`src/rtl/ram_clear_pkg.sv`:
```
// Shared types for the background RAM clear scheduler.
package ram_clear_pkg;

  typedef enum logic [1:0] {IDLE, RUN, ABORT, DONE} state_t;

  typedef enum logic {CH_SD, CH_DD} ch_t;

  // DDRAM writes always cover the full 64-bit word.
  localparam logic [7:0] DD_BE_ALL = 8'hFF;

endpackage

```
`src/rtl/ram_clear_token_arb.sv`:
```
// Pacing token generator and round-robin grant between SDRAM and DDRAM.
// One token every PACE cycles while run is high; unused tokens are dropped.
module ram_clear_token_arb
  import ram_clear_pkg::*;
#(
  parameter int PACE = 32
) (
  input  logic clk_sys,
  input  logic RESET,
  input  logic run,
  input  logic sd_ok,
  input  logic dd_ok,
  output logic gnt_sd,
  output logic gnt_dd
);

  localparam logic [7:0] CNT_LAST = 8'(PACE - 1);

  logic [7:0] cnt;
  ch_t        rr;
  logic       token;

  assign token = run && (cnt == CNT_LAST);

  // Preferred channel first, the other one only if the preferred cannot take it.
  always_comb begin
    gnt_sd = 1'b0;
    gnt_dd = 1'b0;
    if (token) begin
      if (rr == CH_SD) begin
        if (sd_ok)      gnt_sd = 1'b1;
        else if (dd_ok) gnt_dd = 1'b1;
      end else begin
        if (dd_ok)      gnt_dd = 1'b1;
        else if (sd_ok) gnt_sd = 1'b1;
      end
    end
  end

  // Pacing counter is held at zero outside a sweep so every sweep starts aligned.
  always_ff @(posedge clk_sys) begin
    if (!RESET) begin
      cnt <= '0;
      rr  <= CH_SD;
    end else begin
      if (!run || cnt == CNT_LAST) cnt <= '0;
      else                         cnt <= cnt + 8'd1;
      if (gnt_sd)      rr <= CH_DD;
      else if (gnt_dd) rr <= CH_SD;
    end
  end

endmodule

```
`src/rtl/ram_clear_sched.sv`:
```
// Background SDRAM / DDRAM clear scheduler.
// Build option RAM_CLEAR_FILL_EN: write the fill word latched at start
// instead of zero.
module ram_clear_sched
  import ram_clear_pkg::*;
#(
  parameter int               SD_AW    = 25,
  parameter logic [SD_AW-1:0] SD_LAST  = {SD_AW{1'b1}},
  parameter int               DD_AW    = 29,
  parameter logic [DD_AW-1:0] DD_BASE  = 29'h0600_0000,
  parameter logic [DD_AW-1:0] DD_WORDS = 29'h0200_0000,
  parameter int               DD_BURST = 8,
  parameter int               PACE     = 32
) (
  input  logic             clk_sys,
  input  logic             RESET,
  input  logic             start,
  input  logic             abort,
  input  logic [15:0]      fill,
  input  logic             sd_busy,
  output logic             sd_we,
  output logic [SD_AW-1:0] sd_addr,
  output logic [15:0]      sd_din,
  input  logic             dd_busy,
  output logic             dd_we,
  output logic [DD_AW-1:0] dd_addr,
  output logic [7:0]       dd_burstcnt,
  output logic [63:0]      dd_din,
  output logic [7:0]       dd_be,
  output logic             busy,
  output logic             done,
  output logic [7:0]       progress
);

  localparam logic [DD_AW-1:0] DD_END     = DD_BASE + DD_WORDS;
  localparam logic [7:0]       BURST_LAST = 8'(DD_BURST - 1);

  state_t     state;
  logic       sd_fin;
  logic       dd_fin;
  logic [7:0] beat;
  logic       run;
  logic       sd_ok;
  logic       dd_ok;
  logic       gnt_sd;
  logic       gnt_dd;

  assign dd_fin = (dd_addr == DD_END);
  // No new grants in the abort cycle, so ABORT only has to drain an open burst.
  assign run    = (state == RUN) && !abort;
  assign sd_ok  = !sd_fin && !sd_busy;
  assign dd_ok  = !dd_fin && !dd_busy && !dd_we;

  ram_clear_token_arb #(.PACE(PACE)) u_arb (
    .clk_sys (clk_sys),
    .RESET   (RESET),
    .run     (run),
    .sd_ok   (sd_ok),
    .dd_ok   (dd_ok),
    .gnt_sd  (gnt_sd),
    .gnt_dd  (gnt_dd)
  );

  assign dd_burstcnt = 8'(DD_BURST);
  assign dd_be       = DD_BE_ALL;
  assign progress    = {sd_addr[SD_AW-1 -: 4], 4'((dd_addr - DD_BASE) >> (DD_AW - 4))};

  // Sweep FSM plus both channel datapaths; bursts run to completion in any state.
  always_ff @(posedge clk_sys) begin
    if (!RESET) begin
      state   <= IDLE;
      sd_we   <= 1'b0;
      dd_we   <= 1'b0;
      sd_addr <= '0;
      dd_addr <= DD_BASE;
      sd_fin  <= 1'b0;
      beat    <= '0;
      busy    <= 1'b0;
      done    <= 1'b0;
    end else begin
      sd_we <= gnt_sd;
      if (sd_we) begin
        if (sd_addr == SD_LAST) sd_fin  <= 1'b1;
        else                    sd_addr <= sd_addr + SD_AW'(1);
      end

      if (gnt_dd) begin
        dd_we <= 1'b1;
        beat  <= '0;
      end else if (dd_we && !dd_busy) begin
        beat <= beat + 8'd1;
        if (beat == BURST_LAST) begin
          dd_we   <= 1'b0;
          dd_addr <= dd_addr + DD_AW'(DD_BURST);
        end
      end

      case (state)
        IDLE: if (start) begin
          state   <= RUN;
          sd_addr <= '0;
          dd_addr <= DD_BASE;
          sd_fin  <= 1'b0;
          done    <= 1'b0;
          busy    <= 1'b1;
        end
        RUN: begin
          if (sd_fin && dd_fin) state <= DONE;
          else if (abort)       state <= ABORT;
        end
        ABORT: if (!dd_we) begin
          state <= IDLE;
          busy  <= 1'b0;
          done  <= 1'b0;
        end
        DONE: begin
          state <= IDLE;
          busy  <= 1'b0;
          done  <= 1'b1;
        end
        default: state <= IDLE;
      endcase
    end
  end

`ifdef RAM_CLEAR_FILL_EN
  logic [15:0] fill_q;

  // Pattern is captured once per sweep so it cannot change mid-sweep.
  always_ff @(posedge clk_sys) begin
    if (!RESET)                      fill_q <= '0;
    else if (state == IDLE && start) fill_q <= fill;
  end

  assign sd_din = fill_q;
  assign dd_din = {4{fill_q}};
`else
  logic unused_fill;
  assign unused_fill = ^fill;
  assign sd_din      = '0;
  assign dd_din      = '0;
`endif

endmodule

```
`config.mk`:
```
export PLATFORM = sky130hd
export DESIGN_NAME = ram_clear_sched
export DESIGN_NICKNAME = d
export VERILOG_FILES = /design/src/rtl/ram_clear_pkg.sv /design/src/rtl/ram_clear_token_arb.sv /design/src/rtl/ram_clear_sched.sv
export SDC_FILE = /design/constraint.sdc
export NUM_CORES = 1
export LEC_CHECK = 0
export BUFFER_PORTS_ARGS = -buffer_cell sky130_fd_sc_hd__buf_2
export CAP_MARGIN = 10
export CORE_AREA = 2 2 95 97
export DETAILED_ROUTE_END_ITERATION = 8
export DIE_AREA = 0 0 97 99
export GPL_TIMING_DRIVEN = 0
export PLACE_DENSITY = 0.85
export SLEW_MARGIN = 10
export SYNTH_ARGS = -nofsm -noshare
export SYNTH_HDL_FRONTEND = slang
export SYNTH_SLANG_ARGS = --single-unit
```
`constraint.sdc`:
```
create_clock -name clk_sys -period 5.6 [get_ports clk_sys]
set_input_delay 0.84 -clock clk_sys [delete_from_list [all_inputs] [get_ports clk_sys]]
set_output_delay 0.84 -clock clk_sys [all_outputs]
set_load 0.05 [all_outputs]
```
==> flow_metrics.env, run 1 <==
export IMPL_min_path_type="reg -> reg"
export IMPL_final_nets=717
export IMPL_worst_slew_pin_slew_ns=0.810
export IMPL_post_dp_hpwl_um=7350
export IMPL_whs_ns=0.474
export IMPL_avgSynthCellArea_um2=8.55
export IMPL_vias=3851
export IMPL_ys_types=49
export IMPL_rows=34
export IMPL_cts_hold_buf=0
export IMPL_clk_pin_slew_ns=0.07
export IMPL_vdd_drop_max_mv=0.111
export IMPL_cts_buffers=9
export IMPL_seq_area_frac_synth_pct=34.1
export IMPL_dieHeight_um=99
export IMPL_layout_commonest_cell="buf_4"
export IMPL_clockPowerShare_pct=36.5
export IMPL_initial_core_util_pct=51.4
export IMPL_syn_area_um2=4400
export IMPL_criticalPathCategory="reg -> out"
export IMPL_antenna_found_initial=0
export IMPL_tns_ns=0
export IMPL_setup_violations_final=0
export IMPL_clockBufferDepth=2
export IMPL_max_stage_delay_ns=0.48
export IMPL_power_internal_uw=833
export IMPL_via_per_inst=4.80
export IMPL_async_flop_share_pct=0
export IMPL_slowest_stage="dfxtp_1"
export IMPL_cts_tree="yes"
export IMPL_max_freq_mhz=430
export IMPL_finalMaxSlewViolations=0
export IMPL_finalHoldViolations=0
export IMPL_p_leak_nw=2.58
export IMPL_finalCritPeriodShare_pct=41.6
export IMPL_critPathRequiredTime_ns=4.76
export IMPL_period_needed_ns=2.33
export IMPL_dp_cells=787
export IMPL_drt_total_wl_um=9550
export IMPL_p_per_area_nw_per_um2=222
export IMPL_drt_initial_drc_count=128
export IMPL_grt_pass1_vias=3584
export IMPL_ctsResizeCount=0
export IMPL_ys_seq_elements=75
export IMPL_p_seq_share_pct=44.4
export IMPL_layout_drive_gt1_share_pct=29.8
export IMPL_wl_per_cell_um=11.9
export IMPL_gp_congestion=0.889
export IMPL_switching_share_pct=31.0
export IMPL_clk_latency_ns=0.35
export IMPL_instances_no_fill=803
export IMPL_grt_pass1_wl_um=15900
export IMPL_p_sw_uw=374
export IMPL_ios=184
export IMPL_most_common_layout_cells="104 x buf_4, 99 x conb_1, 75 x dfxtp_1, 70 x nor2_1, 70 x buf_2"
export IMPL_path_max_fanout=8
export IMPL_htreeDepth=3
export IMPL_first_pass_iters=4
export IMPL_skew_ns=0.0137
export IMPL_arrival_ns=1.49
export IMPL_area_growth_pct=24.0
export IMPL_max_slew_margin_rel_pct=45.5
export IMPL_cts_sinks=75
export IMPL_cap_violations=0
export IMPL_ctsRootBufferMaster="clkbuf_8"
export IMPL_grt_setup_unrepaired="no"
export IMPL_gr_total_overflow=0
export IMPL_cp_end_kind="primary output"
export IMPL_drc=0
export IMPL_netlist_instances=514
export IMPL_coreArea_um2=8550
export IMPL_status="finished, final reports clean"
export IMPL_drtAntennaViolNets=0
export IMPL_crit_path_start_kind="flip-flop"
export IMPL_cts_setup_buffers=0
export IMPL_grt_max_degree=13
export IMPL_synthFlopType="dfxtp_1"
export IMPL_die_x_um=97
export IMPL_combPwrFrac_pct=19.0
export IMPL_worstPathCellList="ha_1 -> xnor2_1 -> buf_2"
export IMPL_track_usage_pct=19.7
export IMPL_yosys_warnings=0
export IMPL_numPortBuffers=68
export IMPL_synth_edf_count=0
export IMPL_diodes=0
export IMPL_dieArea_um2=9600
[critical path, delay by kind of cell (launching register included)]
kind / cells / cell delay (ns)
adder cells (fa/ha/maj): 1 / 0.26
buffers and inverters: 1 / 0.27
flip-flops: 1 / 0.48
XOR/XNOR: 1 / 0.12
[power by group through the flow]
stage | logic, mW | registers [mW] | clock network, mW
after global placement | 0.227 | 0.549 | 0
after detailed placement | 0.227 | 0.549 | 0
final | 0.230 | 0.537 | 0.441
after global routing | 0.240 | 0.537 | 0.472
after floorplan | 0.214 | 0.551 | 0
after CTS | 0.227 | 0.536 | 0.449
[worst paths after layout]
check / startpoint / to / slack, ns / cells after the start
setup / recovery: dd_addr[25] / progress[2] / 3.27 / 3
hold / removal: u_arb.cnt[0] / u_arb.cnt[0] / 0.47 / 1
setup reg to reg: sd_addr[17] / sd_addr[21] / 3.49 / 5
hold reg to reg: u_arb.cnt[0] / u_arb.cnt[0] / 0.47 / 1
[cell families after synthesis]
family / Yosys count / synth area share, %
adder cells (fa/ha/maj): 5 / 1.42
buffers and inverters: 122 / 20.3
XOR/XNOR: 54 / 10.8
multiplexers: 3 / 0.683
flip-flops: 75 / 34.1
other: 2 / 0.171
AO/OA/AOI/OAI: 38 / 6.40
AND/OR/NAND/NOR: 215 / 26.1
[Yosys cell counts (3+ instances only)]
| cell type | count | area share [%] |
|---|---|---|
| nor2_1 | 70 | 6.0 |
| a21oi_1 | 14 | 1.6 |
| nand4_1 | 27 | 3.8 |
| mux2i_1 | 3 | 0.68 |
| xnor2_1 | 17 | 3.4 |
| and4_1 | 7 | 1.4 |
| buf_4 | 104 | 18 |
| clkbuf_1 | 4 | 0.34 |
| or3_1 | 6 | 0.85 |
| nand2_1 | 27 | 2.3 |
| o211ai_1 | 4 | 0.68 |
| nand3_1 | 26 | 3.0 |
| ha_1 | 5 | 1.4 |
| or4_1 | 3 | 0.51 |
| inv_1 | 7 | 0.60 |
| xor2_1 | 37 | 7.4 |
| dfxtp_1 | 75 | 34 |
| nor4_1 | 11 | 1.6 |
| o21ai_0 | 8 | 0.91 |
| nor2b_1 | 5 | 0.71 |
| buf_6 | 3 | 0.77 |
| nor3_1 | 10 | 1.1 |
| and3_1 | 5 | 0.71 |
[sequential cells by signal, indices dropped and copies added, names as in the netlist]
name	count
dd_addr	26
sd_addr	25
beat	8
u_arb.cnt	8
state	2
busy	1
dd_we	1
done	1
sd_fin	1
sd_we	1
u_arb.rr	1
[area by class of cell]
class	count	area (um^2)
plain buffers	115	867
inverters	7	26.3
repair buffers	68	340
clock inverters	3	45.0
clock buffers	13	169
multi-input cells	414	2370
flip-flops and latches	75	1500
fillers	750	3100
well taps	108	135
[metal layers]
layer	GRT usage [%]	share of wire (%)
met1	22.2	40
met4	9.10	2.6
met2	34.6	50
met5	0	0
met3	5.60	7.4
[through the flow]
| step | setup WS [ns] | total power [mW] | util (%) | cell area (um^2) |
|---|---|---|---|---|
| final | 3.27 | 1.21 | 63.7 | 5450 |
| after global routing | 3.22 | 1.25 | 63.7 | 5450 |
| after CTS | 3.27 | 1.21 | 63.7 | 5450 |
| after floorplan | 3.10 | 0.766 | - | 4760 |
| after detailed placement | 3.04 | 0.776 | 61.2 | 5240 |
| after global placement | 3.11 | 0.775 | 61.2 | 5240 |
(Power assumes the default switching activity.)
==> inputs of run 2 (changes only) <==
Settings changed: CORE_AREA 2 2 95 97 to 2 2 103 105, DIE_AREA 0 0 97 99 to 0 0 105 107, PLACE_DENSITY 0.85 to 0.77.
Clock period 5.6 ns to 1.98 ns, I/O delays scaled along.
==> run 2 against run 1 <==
The run now ends with setup timing left. Cell count up 4.7%. Sequential power rose to 2.8 times the previous value. Register-to-register slack worse by 3.5 ns. Combinational power rose to 2.8 times the previous value. Non-clock buffer count up 10. Clock power rose to 2.7 times the previous value. Flip-flop and latch count unchanged. Critical path depth up 4. Via count about the same. Global-route usage down 2.9 points. Routed wire length up 4.2%. Critical endpoint is now dd_addr[14]. Largest cell class unchanged. Largest power group unchanged. Highest routed layer unchanged.
==> flow_metrics.env, run 2 (same netlist as run 1, synthesis figures left out) <==
export IMPL_grt_pass1_vias=3399
export IMPL_timing_final_ws_setup_ns=-0.0107
export IMPL_initial_core_util_pct=43.6
export IMPL_critPathBufInv=2
export IMPL_clk_latency_ns=0.35
export IMPL_coreArea_um2=10100
export IMPL_violations="setup timing"
export IMPL_first_pass_iters=4
export IMPL_post_dp_hpwl_um=7490
export IMPL_finalCritPeriodShare_pct=101
export IMPL_tns_ns=-0.0111
export IMPL_regMostFlops="dd_addr"
export IMPL_diodes=0
export IMPL_drt_total_wl_um=9950
export IMPL_criticalPathCategory="reg -> reg"
export IMPL_cts_sinks=75
export IMPL_max_slew_margin_rel_pct=64.4
export IMPL_critPathRequiredTime_ns=2.20
export IMPL_path_max_fanout=4
export IMPL_vias=3854
export IMPL_drt_initial_drc_count=68
export IMPL_cts_hold_buf=0
export IMPL_die_x_um=105
export IMPL_area_growth_pct=30.1
export IMPL_min_path_type="in -> reg"
export IMPL_finalInstanceArea_um2=5720
export IMPL_antenna_found_initial=0
export IMPL_max_stage_delay_ns=0.58
export IMPL_ios=184
export IMPL_cts_tree="yes"
export IMPL_clk_pin_slew_ns=0.08
export IMPL_path_delay_family="simple AND/OR/NAND/NOR gates"
export IMPL_skew_ns=0.00818
export IMPL_gp_congestion=0.832
export IMPL_max_freq_mhz=502
export IMPL_drc=0
export IMPL_wl_per_cell_um=11.8
export IMPL_finalHoldViolations=0
export IMPL_grt_setup_unrepaired="yes"
export IMPL_p_leak_nw=2.69
export IMPL_grt_pass1_wl_um=15600
export IMPL_status="complete, but fails checks"
export IMPL_p_per_area_nw_per_um2=585
export IMPL_slowest_stage="or4_4"
export IMPL_setup_violations_final=2
export IMPL_htreeDepth=3
export IMPL_layout_drive_gt1_share_pct=37.6
export IMPL_period_needed_ns=1.99
export IMPL_gr_total_overflow=0
export IMPL_crit_path_start_kind="flip-flop"
export IMPL_clockBufferDepth=2
export IMPL_dieHeight_um=107
export IMPL_cp_end_kind="flip-flop"
export IMPL_top_regs="dd_addr: 26 flops, sd_addr: 25 flops"
export IMPL_numPortBuffers=68
export IMPL_largest_reg_flops=26
export IMPL_final_nets=727
export IMPL_rows=37
export IMPL_dieArea_um2=11200
export IMPL_drtAntennaViolNets=0
export IMPL_cts_buffers=9
export IMPL_placed_cell_area_um2=5310
export IMPL_ctsRootBufferMaster="clkbuf_8"
export IMPL_vdd_drop_max_mv=0.296
export IMPL_arrival_ns=2.22
export IMPL_post_place_ws_ns=-0.000513
export IMPL_layout_commonest_cell="buf_4"
export IMPL_worstPathCellList="or4_4 -> nor4_4 -> buf_6 -> buf_12 -> nand3_2 -> xor2_1 -> nor2_1"
export IMPL_grt_max_degree=13
export IMPL_regToRegSetupSlack_ns=-0.01
export IMPL_via_per_inst=4.58
export IMPL_worst_slew_pin_slew_ns=0.532
export IMPL_most_common_layout_cells="112 x buf_4, 99 x conb_1, 70 x nor2_1, 69 x buf_2, 44 x dfxtp_1"
export IMPL_track_usage_pct=16.8
export IMPL_finalMaxSlewViolations=0
export IMPL_cap_violations=0
[run 2: cell types whose count changed in the layout (fill, tap and decap cells not counted), sizes merged]
cell	delta
clkbuf	-1
clkinv	+3
buf	+9
clkinvlp	-1
[run 2: metrics by stage]
| step | util, % | total power, mW | hold slack [ns] | instances |
|---|---|---|---|---|
| 6_report | 56.7 | 3.35 | 0.244 | 841 |
| 5_1_grt | 56.7 | 3.47 | 0.244 | 841 |
| 4_1_cts | 54.6 | 3.36 | 0.235 | 831 |
| 3_5_place_dp | 52.6 | 2.19 | 0.452 | 815 |
| 3_3_place_gp | 52.6 | 2.19 | 0.445 | 815 |
| 2_1_floorplan | - | 2.16 | 0.414 | 611 |
[run 2: power breakdown]
part | switching (mW) | total [mW] | internal, mW
registers | 0.00543 | 1.51 | 1.51
logic | 0.493 | 0.654 | 0.161
clock network | 0.568 | 1.18 | 0.611
[run 2: per-layer routing]
metal	vias to the layer above	part of all wire (%)	track usage, %
li1	1948	-	-
met2	119	52	30.0
met1	1776	40	18.9
met5	-	0	0
met4	0	1.3	5.81
met3	11	6.9	5.23
[run 2: final cells by class]
type	count	area [um^2]
inverter	7	26.3
fill	927	4370
multi-input combinational	414	2470
clock buffer	11	141
timing repair buffer	78	440
clock inverter	5	52.6
buffer	115	872
tap	136	170
sequential	75	1550
[run 2: worst paths after layout]
check / startpoint / cells past startpoint / endpoint
worst min register to register: u_arb.cnt[0] / 1 / u_arb.cnt[0]
worst max-delay path: beat[7] / 7 / dd_addr[14]
worst max register to register: beat[7] / 7 / dd_addr[14]
worst min-delay path: abort / 3 / state[1]
[run 2: repair_timing]
| action | in CTS | in global routing |
|---|---|---|
| endpoints found under the hold margin | 0 | 0 |
| setup buffers | 0 | 10 |
| resized for setup | 2 | 29 |
| pin swaps | 0 | 10 |
| endpoints found under the setup margin | 7 | 39 |
[run 2: worst register-to-register path: stages, from the launching register on]
cell     delay [ns]
dfxtp_2        0.32
or4_4          0.58
nor4_4         0.36
buf_6          0.18
buf_12         0.12
nand3_2        0.08
xor2_1         0.16
nor2_1         0.06
